==> config.mk <==
export PLATFORM = sky130hd
export DESIGN_NAME = int_rs_age_flat
export DESIGN_NICKNAME = d
export VERILOG_FILES = /design/src/rtl/int_rs_age_if.sv /design/src/rtl/int_rs_age.sv /design/src/flat_wrapper.sv
export SDC_FILE = /design/constraint.sdc
export NUM_CORES = 1
export LEC_CHECK = 0
export BUFFER_PORTS_ARGS = -buffer_cell sky130_fd_sc_hd__clkbuf_2
export CORE_MARGIN = 5
export CORE_UTILIZATION = 35
export CTS_CLUSTER_SIZE = 20
export DETAILED_ROUTE_END_ITERATION = 10
export HOLD_SLACK_MARGIN = 0.1
export PLACE_DENSITY = 0.61
export SLEW_MARGIN = 30
export SYNTH_ARGS = -nofsm -noshare
export SYNTH_HDL_FRONTEND = slang
export SYNTH_SLANG_ARGS = --single-unit
==> constraint.sdc <==
create_clock -name clk -period 7 [get_ports clk]
set_input_delay 1.4 -clock clk [delete_from_list [all_inputs] [get_ports clk]]
set_output_delay 1.4 -clock clk [all_outputs]
set_load 0.01 [all_outputs]
==> src/rtl/int_rs_age_if.sv <==
// Dispatch, CDB wakeup and issue signals of the age-ordered integer reservation station.
// The RS side uses the slave modport; the producer/consumer side uses master.
interface int_rs_age_if #(
  parameter int CDB_WIDTH = 2,
  parameter int PRF_IDX   = 6,
  parameter int ROB_IDX   = 5,
  parameter int PAYLOAD_W = 96
) ();
  logic                           disp_valid;
  logic                           disp_ready;
  logic [PAYLOAD_W-1:0]           disp_payload;
  logic [ROB_IDX-1:0]             disp_rob_id;
  logic [2*PRF_IDX-1:0]           disp_src_phy;
  logic [1:0]                     disp_src_rdy;
  logic [CDB_WIDTH-1:0]           cdb_valid;
  logic [CDB_WIDTH*PRF_IDX-1:0]   cdb_rd_phy;
  logic                           iss_valid;
  logic                           iss_ready;
  logic [PAYLOAD_W-1:0]           iss_payload;
  logic [ROB_IDX-1:0]             iss_rob_id;
  logic [2*PRF_IDX-1:0]           iss_src_phy;

  modport master (
    output disp_valid, disp_payload, disp_rob_id, disp_src_phy, disp_src_rdy,
    output cdb_valid, cdb_rd_phy, iss_ready,
    input  disp_ready, iss_valid, iss_payload, iss_rob_id, iss_src_phy
  );

  modport slave (
    input  disp_valid, disp_payload, disp_rob_id, disp_src_phy, disp_src_rdy,
    input  cdb_valid, cdb_rd_phy, iss_ready,
    output disp_ready, iss_valid, iss_payload, iss_rob_id, iss_src_phy
  );
endinterface

==> src/rtl/int_rs_age.sv <==
// Age-ordered integer reservation station: holds renamed uops, wakes sources from the CDB
// and issues the oldest fully-ready entry to the INT issue stage.
module int_rs_age #(
  parameter int DEPTH     = 8,
  parameter int CDB_WIDTH = 2,
  parameter int PRF_IDX   = 6,
  parameter int ROB_IDX   = 5,
  parameter int PAYLOAD_W = 96,
  localparam int OCC_W    = $clog2(DEPTH + 1)
) (
  input  logic             clk,
  input  logic             rst,
  input  logic             flush,
  int_rs_age_if.slave      bus,
  output logic [OCC_W-1:0] occupancy
);

  localparam int IDX_W = (DEPTH > 1) ? $clog2(DEPTH) : 1;

  // Tag 0 is the hard-wired ready register; otherwise any valid CDB channel with a matching tag wakes it.
  function automatic logic tag_woken(
    input logic [PRF_IDX-1:0]           tag,
    input logic [CDB_WIDTH-1:0]         cdb_v,
    input logic [CDB_WIDTH*PRF_IDX-1:0] cdb_t
  );
    logic hit;
    hit = (tag == {PRF_IDX{1'b0}});
    for (int k = 0; k < CDB_WIDTH; k++) begin
      hit = hit | (cdb_v[k] & (cdb_t[k*PRF_IDX +: PRF_IDX] == tag));
    end
    return hit;
  endfunction

  logic [DEPTH-1:0]         valid_q, valid_d;
  logic [DEPTH-1:0]         age_q     [DEPTH];
  logic [DEPTH-1:0]         age_d     [DEPTH];
  logic [1:0]               rdy_q     [DEPTH];
  logic [1:0]               rdy_d     [DEPTH];
  logic [2*PRF_IDX-1:0]     src_q     [DEPTH];
  logic [2*PRF_IDX-1:0]     src_d     [DEPTH];
  logic [ROB_IDX-1:0]       rob_q     [DEPTH];
  logic [ROB_IDX-1:0]       rob_d     [DEPTH];
  logic [PAYLOAD_W-1:0]     payload_q [DEPTH];
  logic [PAYLOAD_W-1:0]     payload_d [DEPTH];
  logic [OCC_W-1:0]         occ_q, occ_d;

  logic [1:0]               src_now   [DEPTH];
  logic [DEPTH-1:0]         cand;
  logic [DEPTH-1:0]         sel_oh;
  logic [IDX_W-1:0]         sel_idx;
  logic [IDX_W-1:0]         free_idx;
  logic [1:0]               disp_woken;
  logic                     accept;
  logic                     issue_fire;

  assign occupancy      = occ_q;
  assign bus.disp_ready = (occ_q != OCC_W'(DEPTH));
  assign accept         = bus.disp_valid & bus.disp_ready & ~flush;
  assign bus.iss_valid  = (|cand) & ~flush;
  assign issue_fire     = bus.iss_valid & bus.iss_ready;

  // Source readiness including same-cycle CDB bypass, and the resulting issue candidates.
  always_comb begin
    for (int i = 0; i < DEPTH; i++) begin
      src_now[i][0] = rdy_q[i][0] | tag_woken(src_q[i][PRF_IDX-1:0], bus.cdb_valid, bus.cdb_rd_phy);
      src_now[i][1] = rdy_q[i][1] | tag_woken(src_q[i][2*PRF_IDX-1:PRF_IDX], bus.cdb_valid, bus.cdb_rd_phy);
      cand[i]       = valid_q[i] & src_now[i][0] & src_now[i][1];
    end
    disp_woken[0] = tag_woken(bus.disp_src_phy[PRF_IDX-1:0], bus.cdb_valid, bus.cdb_rd_phy);
    disp_woken[1] = tag_woken(bus.disp_src_phy[2*PRF_IDX-1:PRF_IDX], bus.cdb_valid, bus.cdb_rd_phy);
  end

  // Oldest-candidate select: age_q[j][i]=1 means entry j is older than entry i.
  always_comb begin
    sel_oh = '0;
    for (int i = 0; i < DEPTH; i++) begin
      sel_oh[i] = cand[i];
      for (int j = 0; j < DEPTH; j++) begin
        sel_oh[i] = sel_oh[i] & ~(cand[j] & age_q[j][i] & (j != i));
      end
    end
  end

  // Encode the selected and the lowest free slot, and drive the issue fields from the one-hot select.
  always_comb begin
    sel_idx         = '0;
    free_idx        = '0;
    bus.iss_payload = '0;
    bus.iss_rob_id  = '0;
    bus.iss_src_phy = '0;
    for (int i = DEPTH - 1; i >= 0; i--) begin
      free_idx = valid_q[i] ? free_idx : IDX_W'(i);
    end
    for (int i = 0; i < DEPTH; i++) begin
      sel_idx         = sel_oh[i] ? IDX_W'(i) : sel_idx;
      bus.iss_payload = bus.iss_payload | ({PAYLOAD_W{sel_oh[i]}} & payload_q[i]);
      bus.iss_rob_id  = bus.iss_rob_id  | ({ROB_IDX{sel_oh[i]}} & rob_q[i]);
      bus.iss_src_phy = bus.iss_src_phy | ({(2*PRF_IDX){sel_oh[i]}} & src_q[i]);
    end
  end

  // Next state: wakeup, issue invalidation, dispatch write with age update, flush.
  always_comb begin
    valid_d   = valid_q;
    age_d     = age_q;
    src_d     = src_q;
    rob_d     = rob_q;
    payload_d = payload_q;
    for (int i = 0; i < DEPTH; i++) begin
      rdy_d[i] = src_now[i];
    end

    if (flush) begin
      valid_d = '0;
    end else begin
      if (issue_fire) begin
        valid_d[sel_idx] = 1'b0;
      end else begin
        valid_d = valid_d;
      end
      if (accept) begin
        valid_d[free_idx]   = 1'b1;
        payload_d[free_idx] = bus.disp_payload;
        rob_d[free_idx]     = bus.disp_rob_id;
        src_d[free_idx]     = bus.disp_src_phy;
        rdy_d[free_idx]     = bus.disp_src_rdy | disp_woken;
        // New entry is younger than everything currently valid; its own row is cleared last.
        for (int j = 0; j < DEPTH; j++) begin
          age_d[j][free_idx] = valid_q[j];
        end
        age_d[free_idx] = '0;
      end else begin
        age_d = age_d;
      end
    end

    case ({accept, issue_fire})
      2'b10:   occ_d = occ_q + OCC_W'(1);
      2'b01:   occ_d = occ_q - OCC_W'(1);
      default: occ_d = occ_q;
    endcase
    if (flush) begin
      occ_d = '0;
    end else begin
      occ_d = occ_d;
    end
  end

  // Control state: valid bits, age matrix and occupancy.
  always_ff @(posedge clk) begin
    if (rst) begin
      valid_q <= '0;
      occ_q   <= '0;
      for (int i = 0; i < DEPTH; i++) begin
        age_q[i] <= '0;
      end
    end else begin
      valid_q <= valid_d;
      occ_q   <= occ_d;
      age_q   <= age_d;
    end
  end

  // Entry payload storage; meaningful only where the valid bit is set.
  always_ff @(posedge clk) begin
    rdy_q     <= rdy_d;
    src_q     <= src_d;
    rob_q     <= rob_d;
    payload_q <= payload_d;
  end

endmodule

==> src/flat_wrapper.sv <==
// flat-port wrapper written by rule: the top's interface ports become plain ports
module int_rs_age_flat 
#(
  parameter int DEPTH     = 8,
  parameter int CDB_WIDTH = 2,
  parameter int PRF_IDX   = 6,
  parameter int ROB_IDX   = 5,
  parameter int PAYLOAD_W = 96,
  localparam int OCC_W    = $clog2(DEPTH + 1)
)
  (clk, rst, flush, occupancy, bus_disp_valid, bus_disp_payload, bus_disp_rob_id, bus_disp_src_phy, bus_disp_src_rdy, bus_cdb_valid, bus_cdb_rd_phy, bus_iss_ready, bus_disp_ready, bus_iss_valid, bus_iss_payload, bus_iss_rob_id, bus_iss_src_phy);
  int_rs_age_if #(.CDB_WIDTH(CDB_WIDTH), .PRF_IDX(PRF_IDX), .ROB_IDX(ROB_IDX), .PAYLOAD_W(PAYLOAD_W)) bus_i ();
  input  logic clk;
  input  logic rst;
  input  logic flush;
  output logic [OCC_W-1:0] occupancy;
  input wire logic [$bits(bus_i.disp_valid)-1:0] bus_disp_valid;
  input wire logic [$bits(bus_i.disp_payload)-1:0] bus_disp_payload;
  input wire logic [$bits(bus_i.disp_rob_id)-1:0] bus_disp_rob_id;
  input wire logic [$bits(bus_i.disp_src_phy)-1:0] bus_disp_src_phy;
  input wire logic [$bits(bus_i.disp_src_rdy)-1:0] bus_disp_src_rdy;
  input wire logic [$bits(bus_i.cdb_valid)-1:0] bus_cdb_valid;
  input wire logic [$bits(bus_i.cdb_rd_phy)-1:0] bus_cdb_rd_phy;
  input wire logic [$bits(bus_i.iss_ready)-1:0] bus_iss_ready;
  output wire logic [$bits(bus_i.disp_ready)-1:0] bus_disp_ready;
  output wire logic [$bits(bus_i.iss_valid)-1:0] bus_iss_valid;
  output wire logic [$bits(bus_i.iss_payload)-1:0] bus_iss_payload;
  output wire logic [$bits(bus_i.iss_rob_id)-1:0] bus_iss_rob_id;
  output wire logic [$bits(bus_i.iss_src_phy)-1:0] bus_iss_src_phy;
  assign bus_i.disp_valid = bus_disp_valid;
  assign bus_i.disp_payload = bus_disp_payload;
  assign bus_i.disp_rob_id = bus_disp_rob_id;
  assign bus_i.disp_src_phy = bus_disp_src_phy;
  assign bus_i.disp_src_rdy = bus_disp_src_rdy;
  assign bus_i.cdb_valid = bus_cdb_valid;
  assign bus_i.cdb_rd_phy = bus_cdb_rd_phy;
  assign bus_i.iss_ready = bus_iss_ready;
  assign bus_disp_ready = bus_i.disp_ready;
  assign bus_iss_valid = bus_i.iss_valid;
  assign bus_iss_payload = bus_i.iss_payload;
  assign bus_iss_rob_id = bus_i.iss_rob_id;
  assign bus_iss_src_phy = bus_i.iss_src_phy;
  int_rs_age #(.DEPTH(DEPTH), .CDB_WIDTH(CDB_WIDTH), .PRF_IDX(PRF_IDX), .ROB_IDX(ROB_IDX), .PAYLOAD_W(PAYLOAD_W)) u_core (.clk(clk), .rst(rst), .flush(flush), .bus(bus_i), .occupancy(occupancy));
endmodule
==> results of run 1 <==
-- synthesized netlist by cell type, drive strengths merged (7+ instances only) --
library cell	n	area, um2
a21o	8	60.1
a21oi	26	141
a221oi	23	320
a222oi	81	811
a22o	23	201
a22oi	263	1970
and4	7	63.8
buf	125	928
clkbuf	27	103
dfxtp	84	1680
edfxtp	904	27100
inv	9	33.8
mux2i	35	350
nand2	102	383
nand3	24	120
nand4	128	801
nor2	62	263
nor3	31	165
nor3b	10	96.3
nor4	59	478
o21a	20	150
o21ai	11	55.1
o31ai	7	62.6
or4	10	78.8
xnor2	108	946
xor2	109	955
-- power breakdown --
part	switching (mW)	total, mW	internal (mW)
clock	2.31	5.27	2.95
sequential	0.0207	6.51	6.49
combinational	0.252	0.374	0.122
-- worst min-delay path: cells and delay by family (launching register included) --
kind	cells	cell delay [ns]
AO/OA/AOI/OAI	1	0.05
AND/OR/NAND/NOR	1	0.05
flip-flops	1	0.31
-- per-stage QoR --
| stage | cell area (um2) | total power [mW] | utilization | instances | hold slack [ns] |
|---|---|---|---|---|---|
| after floorplan | 38600 | 6.82 | - | 2324 | 0.430 |
| after global placement | 41600 | 6.99 | 0.381 | 3969 | 0.443 |
| after detailed placement | 41800 | 7.00 | 0.383 | 3974 | 0.452 |
| after CTS | 45100 | 12.3 | 0.413 | 4168 | 0.466 |
| after global routing | 45100 | 12.6 | 0.413 | 4173 | 0.487 |
| final | 45100 | 12.1 | 0.413 | 4177 | 0.464 |
-- registers in the layout (all words and copies together), names as in the netlist --
register / flops
u_core.payload_q: 768
u_core.src_q: 96
u_core.age_q: 56
u_core.rob_q: 40
u_core.rdy_q: 16
u_core.valid_q: 8
u_core.occupancy: 4
-- how the worst max path moves through the flow --
stage | startpoint | end | slack [ns] | cells past startpoint
3_3_place_gp | bus_cdb_rd_phy[1] | bus_iss_payload[6] | 0.36 | 12
5_1_grt | bus_cdb_rd_phy[9] | bus_iss_payload[6] | 0.20 | 12
3_5_place_dp | bus_cdb_rd_phy[1] | bus_iss_payload[6] | 0.35 | 12
4_1_cts | bus_cdb_rd_phy[1] | bus_iss_payload[6] | 0.34 | 12
2_1_floorplan | flush | u_core.age_q[41]$_SDFFE_PP0P_ | 0.70 | 6
6_report | bus_cdb_rd_phy[1] | bus_iss_payload[7] | 0.30 | 11
-- layer usage --
layer / global-route usage / up-vias
met5: 0 / -
met4: 0.0539 / 12
met3: 0.0427 / 197
met2: 0.306 / 1059
met1: 0.246 / 12000
li1: - / 10100
-- cells in the final DEF, fill, tap and decap left out, types with 11 or more instances in the layout --
cell       Yosys  final
nor4_2        15     15
a222oi_1      81     81
clkinv_1       0     19
xor2_1       109    109
buf_12         0     28
nand4_1      128    128
buf_4         27     41
a22o_1        23     23
nor4_1        43     43
mux2i_1       35     35
a21oi_1       23     23
nand3_1       24     24
nor2_1        54     47
nor3_1        29     29
clkinv_2       0     20
xnor2_1      108    108
clkbuf_2       1    252
nand2_1      102    102
edfxtp_1     904    904
dfxtp_1       84     84
a22oi_1      263    263
o21ai_0       11     11
o21a_1        20     20
clkbuf_1      26     14
a221oi_2      19     19
clkbuf_16      0    106
-- cells by family after synthesis --
family	share of synthesized area
and+or+nand+nor	0.0657
AOI/OAI and AO/OA	0.100
xor gates and xnor gates	0.0492
muxes	0.00907
buffers and inverters	0.0276
adders and majority gates	0.00149
DFF	0.747
-- layout make-up --
type	instances	share of cell area
Clock buffer	123	0.0609
Clock inverter	71	0.0129
Sequential cell	988	0.639
Inverter	9	0.000915
Multi-Input combinational cell	1175	0.195
Timing Repair Buffer	326	0.0500
Antenna cell	9	0.000499
Tap cell	1476	0.0409
==> summary.txt, run 1 <==
Status
  – Status: completed

Logic synthesis
  – Sequential cell area fraction in the yosys report: 0.747
  – Syn_area_per_cell: 16.6 um2
  – Yosys cell types: 58
  – Syn Inst Count: 2324
  – Dominant synthesized flop cell: edfxtp_1
  – Async set-reset flop share out of synthesis: 0
  – EDFF count, synth: 904
  – Synth Cell Area: 38600 um2
  – Syn_nets: 2462
  – Seq cells post-synth: 988
  – Yosys Warn Count: 0

Worst setup path
  – Cell chain of the critical path: clkbuf_2 -> xnor2_1 -> nand4_1 -> nor4_1 -> nor4_1 -> nor2_2 -> a22oi_1 -> and4_4 -> a22oi_1 -> nand4_1 -> clkbuf_2
  – CP Launch Type: input pin
  – Crit end category: output port
  – Crit path required time: 5.60 ns
  – WP data arrival: 5.30 ns
  – Slowest CP cell: and4_4
  – Peak fanout along the critical path: 34
  – CP top delay family: simple AND/OR/NAND/NOR gates
  – Max incr delay on CP: 0.77 ns
  – Kind of critical path: in2out
  – Reg2reg end: u_core.occupancy[3]$_SDFFE_PP0P_
  – Reg2Reg Launch Point: u_core.src_q[2]$_DFFE_PP_
  – WP buf/inv: 2
  – R2r setup slk: 2.70 ns
  – R2R cell count: 15

GRT
  – First-pass GRT wire length: 162000 um
  – Total grt overflow: 0
  – Vias in the first global route: 24.0k
  – Initial antenna violation count: 16
  – Tot GR Track Use: 0.185
  – Pin count of the biggest net entering global routing: 115

Placed design
  – Port-buffer cells: 252
  – Detailed Place HPWL: 64600 um
  – Post-Place Setup Slack: 0.351 ns
  – RD Place Congestion: 0.879

CTS
  – Number of buffers created by CTS: 103
  – Post-CTS sizing: 0
  – Hold-fix buffers, CTS: 0
  – H-tree depth: 3
  – TritonCTS clock tree: built
  – Max Buffers Root-to-Sink: 3
  – Clock root cell: clkbuf_16
  – Postcts setup bufs: 0
  – CTS clk-pin slew, worst paths: 0.06 ns
  – Clk sinks: 988
  – Latest clock arrival within the worst-skew pair: 0.68 ns

Finish
  – Multi-input logic area: 8800 um2
  – Share of cells above drive strength 1: 0.210
  – # fillers: 9726
  – Area Overhead vs Synth: 16.9%
  – Sequential cell area: 28800 um2
  – # nets final: 2741

Routing
  – DRC Markers: 0
  – First DRT Iteration DRCs: 2327
  – Met2 wire length: 54200 um
  – Vias post-DR: 23.3k
  – Post-route ant nets: 0
  – Met3 WL: 9350 um
  – Total length of routed wires: 112000 um
  – Via/cell ratio: 5.58
  – First drt pass iteration count: 5
  – Met1 WL: 45500 um
  – Top sig layer: met5
  – Average wire per standard cell: 26.8 um

Floorplan
  – DIE AREA: 117000 um2
  – # IOs: 253
  – Core box area: 109000 um2
  – Die Height: 342 um
  – Die width: 342 um
  – Initial core utilization: 0.354
  – Row cnt: 121

Min path
  – Worst Hold Path EP: u_core.age_q[19]$_SDFFE_PP0P_
  – Worst Hold Class: reg2reg
  – Worst hold start: u_core.age_q[19]$_SDFFE_PP0P_
  – Hold Path Depth: 2

STA
  – Hold Vio Cnt, Final: 0
  – Final worst slack: 0.297 ns
  – Fin crit share: 0.958
  – Max-slew violations: 0
  – Final setup vio count: 0
  – RSZ-0062 raised after global routing: no
  – Final setup TNS: 0 ns
  – Clk_skew: 0.0410 ns
  – Min cycle time layout: 6.70 ns
  – Achievable clock frequency: 149 MHz
  – Relative slew margins: 0.377
  – Worst-Margin Slew: 0.935 ns

Power
  – Lkg Pwr: 14.5 nW
  – P per Cell Area: 269 nW/um2
  – Peak supply drop: 0.000239 V

Run
  – Max_cap viols: 0
Note: power is estimated with default switching activity, not from simulation.
==> run 2: changes to the inputs <==
--- a/config.mk
+++ b/config.mk
@@ -5,13 +5,13 @@
 export SDC_FILE = /design/constraint.sdc
 export NUM_CORES = 1
 export LEC_CHECK = 0
-export BUFFER_PORTS_ARGS = -buffer_cell sky130_fd_sc_hd__clkbuf_2
+export BUFFER_PORTS_ARGS = -buffer_cell sky130_fd_sc_hd__buf_4
 export CORE_MARGIN = 5
 export CORE_UTILIZATION = 35
 export CTS_CLUSTER_SIZE = 20
 export DETAILED_ROUTE_END_ITERATION = 10
 export HOLD_SLACK_MARGIN = 0.1
-export PLACE_DENSITY = 0.61
+export PLACE_DENSITY = 0.54
 export SLEW_MARGIN = 30
 export SYNTH_ARGS = -nofsm -noshare
 export SYNTH_HDL_FRONTEND = slang
==> run 2 against run 1 <==
Clock power grew 4.0%; register-to-register slack gained 0.07 ns; power grew 1.9%; critical path depth grew 2; setup slack gained 0.37 ns; via count shrank 1.7%; flip-flop and latch count is the same; non-clock buffer count shrank 15; core utilization grew 0.40 points; die area is the same; first-iteration DRC count shrank 9.3%; critical path type unchanged.
==> summary.txt, run 2 (synthesis gave the netlist of run 1 again) <==
GRT
  – Pin count of the biggest net entering global routing: 126 (+9.6%)
  – Total grt overflow: 0 (unchanged)
  – First-pass GRT wire length: 163000 um (+0.55%)
  – Initial antenna violation count: 13 (-3)
  – Tot GR Track Use: 0.187 (+0.00114)
  – Vias in the first global route: 23.7k (-1.2%)

CTS
  – H-tree depth: 3 (unchanged)
  – Max Buffers Root-to-Sink: 3 (unchanged)
  – CTS clk-pin slew, worst paths: 0.06 ns (about the same)
  – Postcts setup bufs: 0 (unchanged)
  – Clk sinks: 988 (unchanged)
  – Post-CTS sizing: 0 (unchanged)
  – Clock root cell: clkbuf_16
  – Latest clock arrival within the worst-skew pair: 0.67 ns (about the same)
  – TritonCTS clock tree: built
  – Number of buffers created by CTS: 103 (unchanged)
  – Hold-fix buffers, CTS: 0 (unchanged)

Min path
  – Worst Hold Path EP: u_core.age_q[19]$_SDFFE_PP0P_
  – Worst Hold Class: reg2reg
  – Hold Path Depth: 2 (unchanged)
  – Worst hold start: u_core.age_q[19]$_SDFFE_PP0P_

Finish
  – Sequential cell area: 28800 um2 (unchanged)
  – Multi-input logic area: 8790 um2 (about the same)
  – Most frequent cells in the layout: edfxtp_1, buf_4, a22oi_1
  – Largest Register: u_core.payload_q
  – # fillers: 9765 (+0.40%)
  – Area Overhead vs Synth: 18.0%
  – Share of cells above drive strength 1: 0.202 (-0.00830)
  – Non-Filler Instances: 4150 (-0.65%)
  – Commonest non-fill, non-tap cell in the layout: edfxtp_1
  – Post-layout util: 0.417 (+0.00398)
  – Largest registers: u_core.payload_q x768, u_core.src_q x96, u_core.age_q x56
  – Largest register FFs: 768 (unchanged)
  – Finished Cell Area: 45600 um2 (+0.96%)
  – # nets final: 2726 (-0.55%)

Worst setup path
  – CP Launch Type: input pin
  – CP top delay family: simple AND/OR/NAND/NOR gates
  – Slowest CP cell: and4_4
  – Crit path launch: bus_cdb_rd_phy[9]
  – WP buf/inv: 4 (+2)
  – Crit path required time: 5.60 ns (about the same)
  – Reg2Reg Launch Point: u_core.src_q[59]$_DFFE_PP_
  – WP data arrival: 4.94 ns (-0.36 ns)
  – Max incr delay on CP: 0.60 ns (-0.17 ns)
  – Reg2reg end: u_core.occupancy[3]$_SDFFE_PP0P_
  – Crit end category: output port
  – Cell chain of the critical path: buf_4 -> buf_4 -> xnor2_1 -> nand4_1 -> nor4_1 -> o31ai_1 -> nor2_2 -> a21boi_1 -> and4_4 -> buf_4 -> a22oi_1 -> nand4_1 -> buf_4
  – CP most frequent cell: buf_4
  – Peak fanout along the critical path: 22 (-35%)
  – Kind of critical path: in2out
  – R2r setup slk: 2.77 ns (+0.07 ns)
  – R2R cell count: 15 (unchanged)

Routing
  – Post-route ant nets: 0 (unchanged)
  – DRC Markers: 0 (unchanged)
  – First DRT Iteration DRCs: 2111 (-9.3%)
  – Total length of routed wires: 113000 um (+0.76%)
  – Average wire per standard cell: 27.2 um (+1.4%)
  – First drt pass iteration count: 7 (+2)
  – Vias post-DR: 22.9k (-1.7%)
  – Via/cell ratio: 5.52 (-1.1%)

STA
  – Min cycle time layout: 6.34 ns (-0.367 ns)
  – Final setup TNS: 0 ns (unchanged)
  – Clk_skew: 0.0317 ns (-0.00930 ns)
  – Worst-Margin Slew: 0.958 ns (+0.0230 ns)
  – Achievable clock frequency: 158 MHz (+5.8%)
  – RSZ-0062 raised after global routing: no
  – Relative slew margins: 0.361 (-0.0153)
  – Final setup vio count: 0 (unchanged)
  – Max-slew violations: 0 (unchanged)
  – Final worst slack: 0.664 ns (+0.367 ns)
  – Hold Vio Cnt, Final: 0 (unchanged)
  – Fin crit share: 0.905 (-0.0525)

Status
  – Status: completed

Floorplan
  – Die width: 342 um (unchanged)
  – Row cnt: 121 (unchanged)
  – Core box area: 109000 um2 (unchanged)
  – # IOs: 253 (unchanged)
  – DIE AREA: 117000 um2 (unchanged)
  – Initial core utilization: 0.354 (unchanged)
  – Die Height: 342 um (unchanged)

Power
  – Peak supply drop: 0.000233 V (-2.4%)
  – P per Cell Area: 272 nW/um2 (+0.97%)
  – Lkg Pwr: 14.6 nW (+0.65%)

Placed design
  – Placed cell area: 42100 um2 (+0.88%)
  – Placed instance count: 3959 (-0.38%)
  – RD Place Congestion: 0.854 (-2.8%)
  – Post-Place Setup Slack: 0.734 ns (+0.382 ns)
  – Port-buffer cells: 252 (unchanged)
  – Detailed Place HPWL: 62700 um (-3.0%)

Run
  – Max_cap viols: 0 (unchanged)
run 2: how the worst max path moves through the flow:
stage	end	slack [ns]	cells past startpoint
6_report	bus_iss_payload[73]	0.66	13
5_1_grt	bus_iss_rob_id[3]	0.53	14
4_1_cts	bus_iss_payload[82]	0.72	13
3_5_place_dp	bus_iss_payload[82]	0.73	13
3_3_place_gp	bus_iss_payload[82]	0.79	13
2_1_floorplan	u_core.age_q[41]$_SDFFE_PP0P_	0.70	6
run 2: tightest hold or removal path, cell delays in order, from the launching register on:
cell and delay [ns]:
dfxtp_1 0.31, nand2_1 0.05, a21oi_1 0.05
run 2: report_power, final:
part / switching, mW / leakage, nW / internal (mW)
Combinational: 0.248 / 4.05 / 0.147
Sequential: 0.0216 / 8.85 / 6.49
Clock: 2.24 / 1.65 / 3.23
run 2: final cells by class:
cell class                 instances  area share
tap                             1476      0.0405
multi-input combinational       1175       0.193
sequential                       988       0.633
clock inverter                    59      0.0145
clock buffer                     127      0.0604
inverter                           9    0.000851
antenna                            5    0.000275
timing repair buffer             311      0.0576
run 2: metrics by stage:
| step | hold WS [ns] | power (mW) |
|---|---|---|
| after floorplan | 0.430 | 6.82 |
| after global placement | 0.451 | 7.02 |
| after detailed placement | 0.453 | 7.03 |
| after CTS | 0.465 | 12.5 |
| after global routing | 0.488 | 12.8 |
| final | 0.464 | 12.4 |
run 2: layer usage:
layer	wire, um	track usage	vias up
met2	54800	0.313	865
met1	47500	0.249	11900
li1	-	-	9987
met5	94	0	-
met3	8280	0.0436	180
met4	1940	0.0406	14
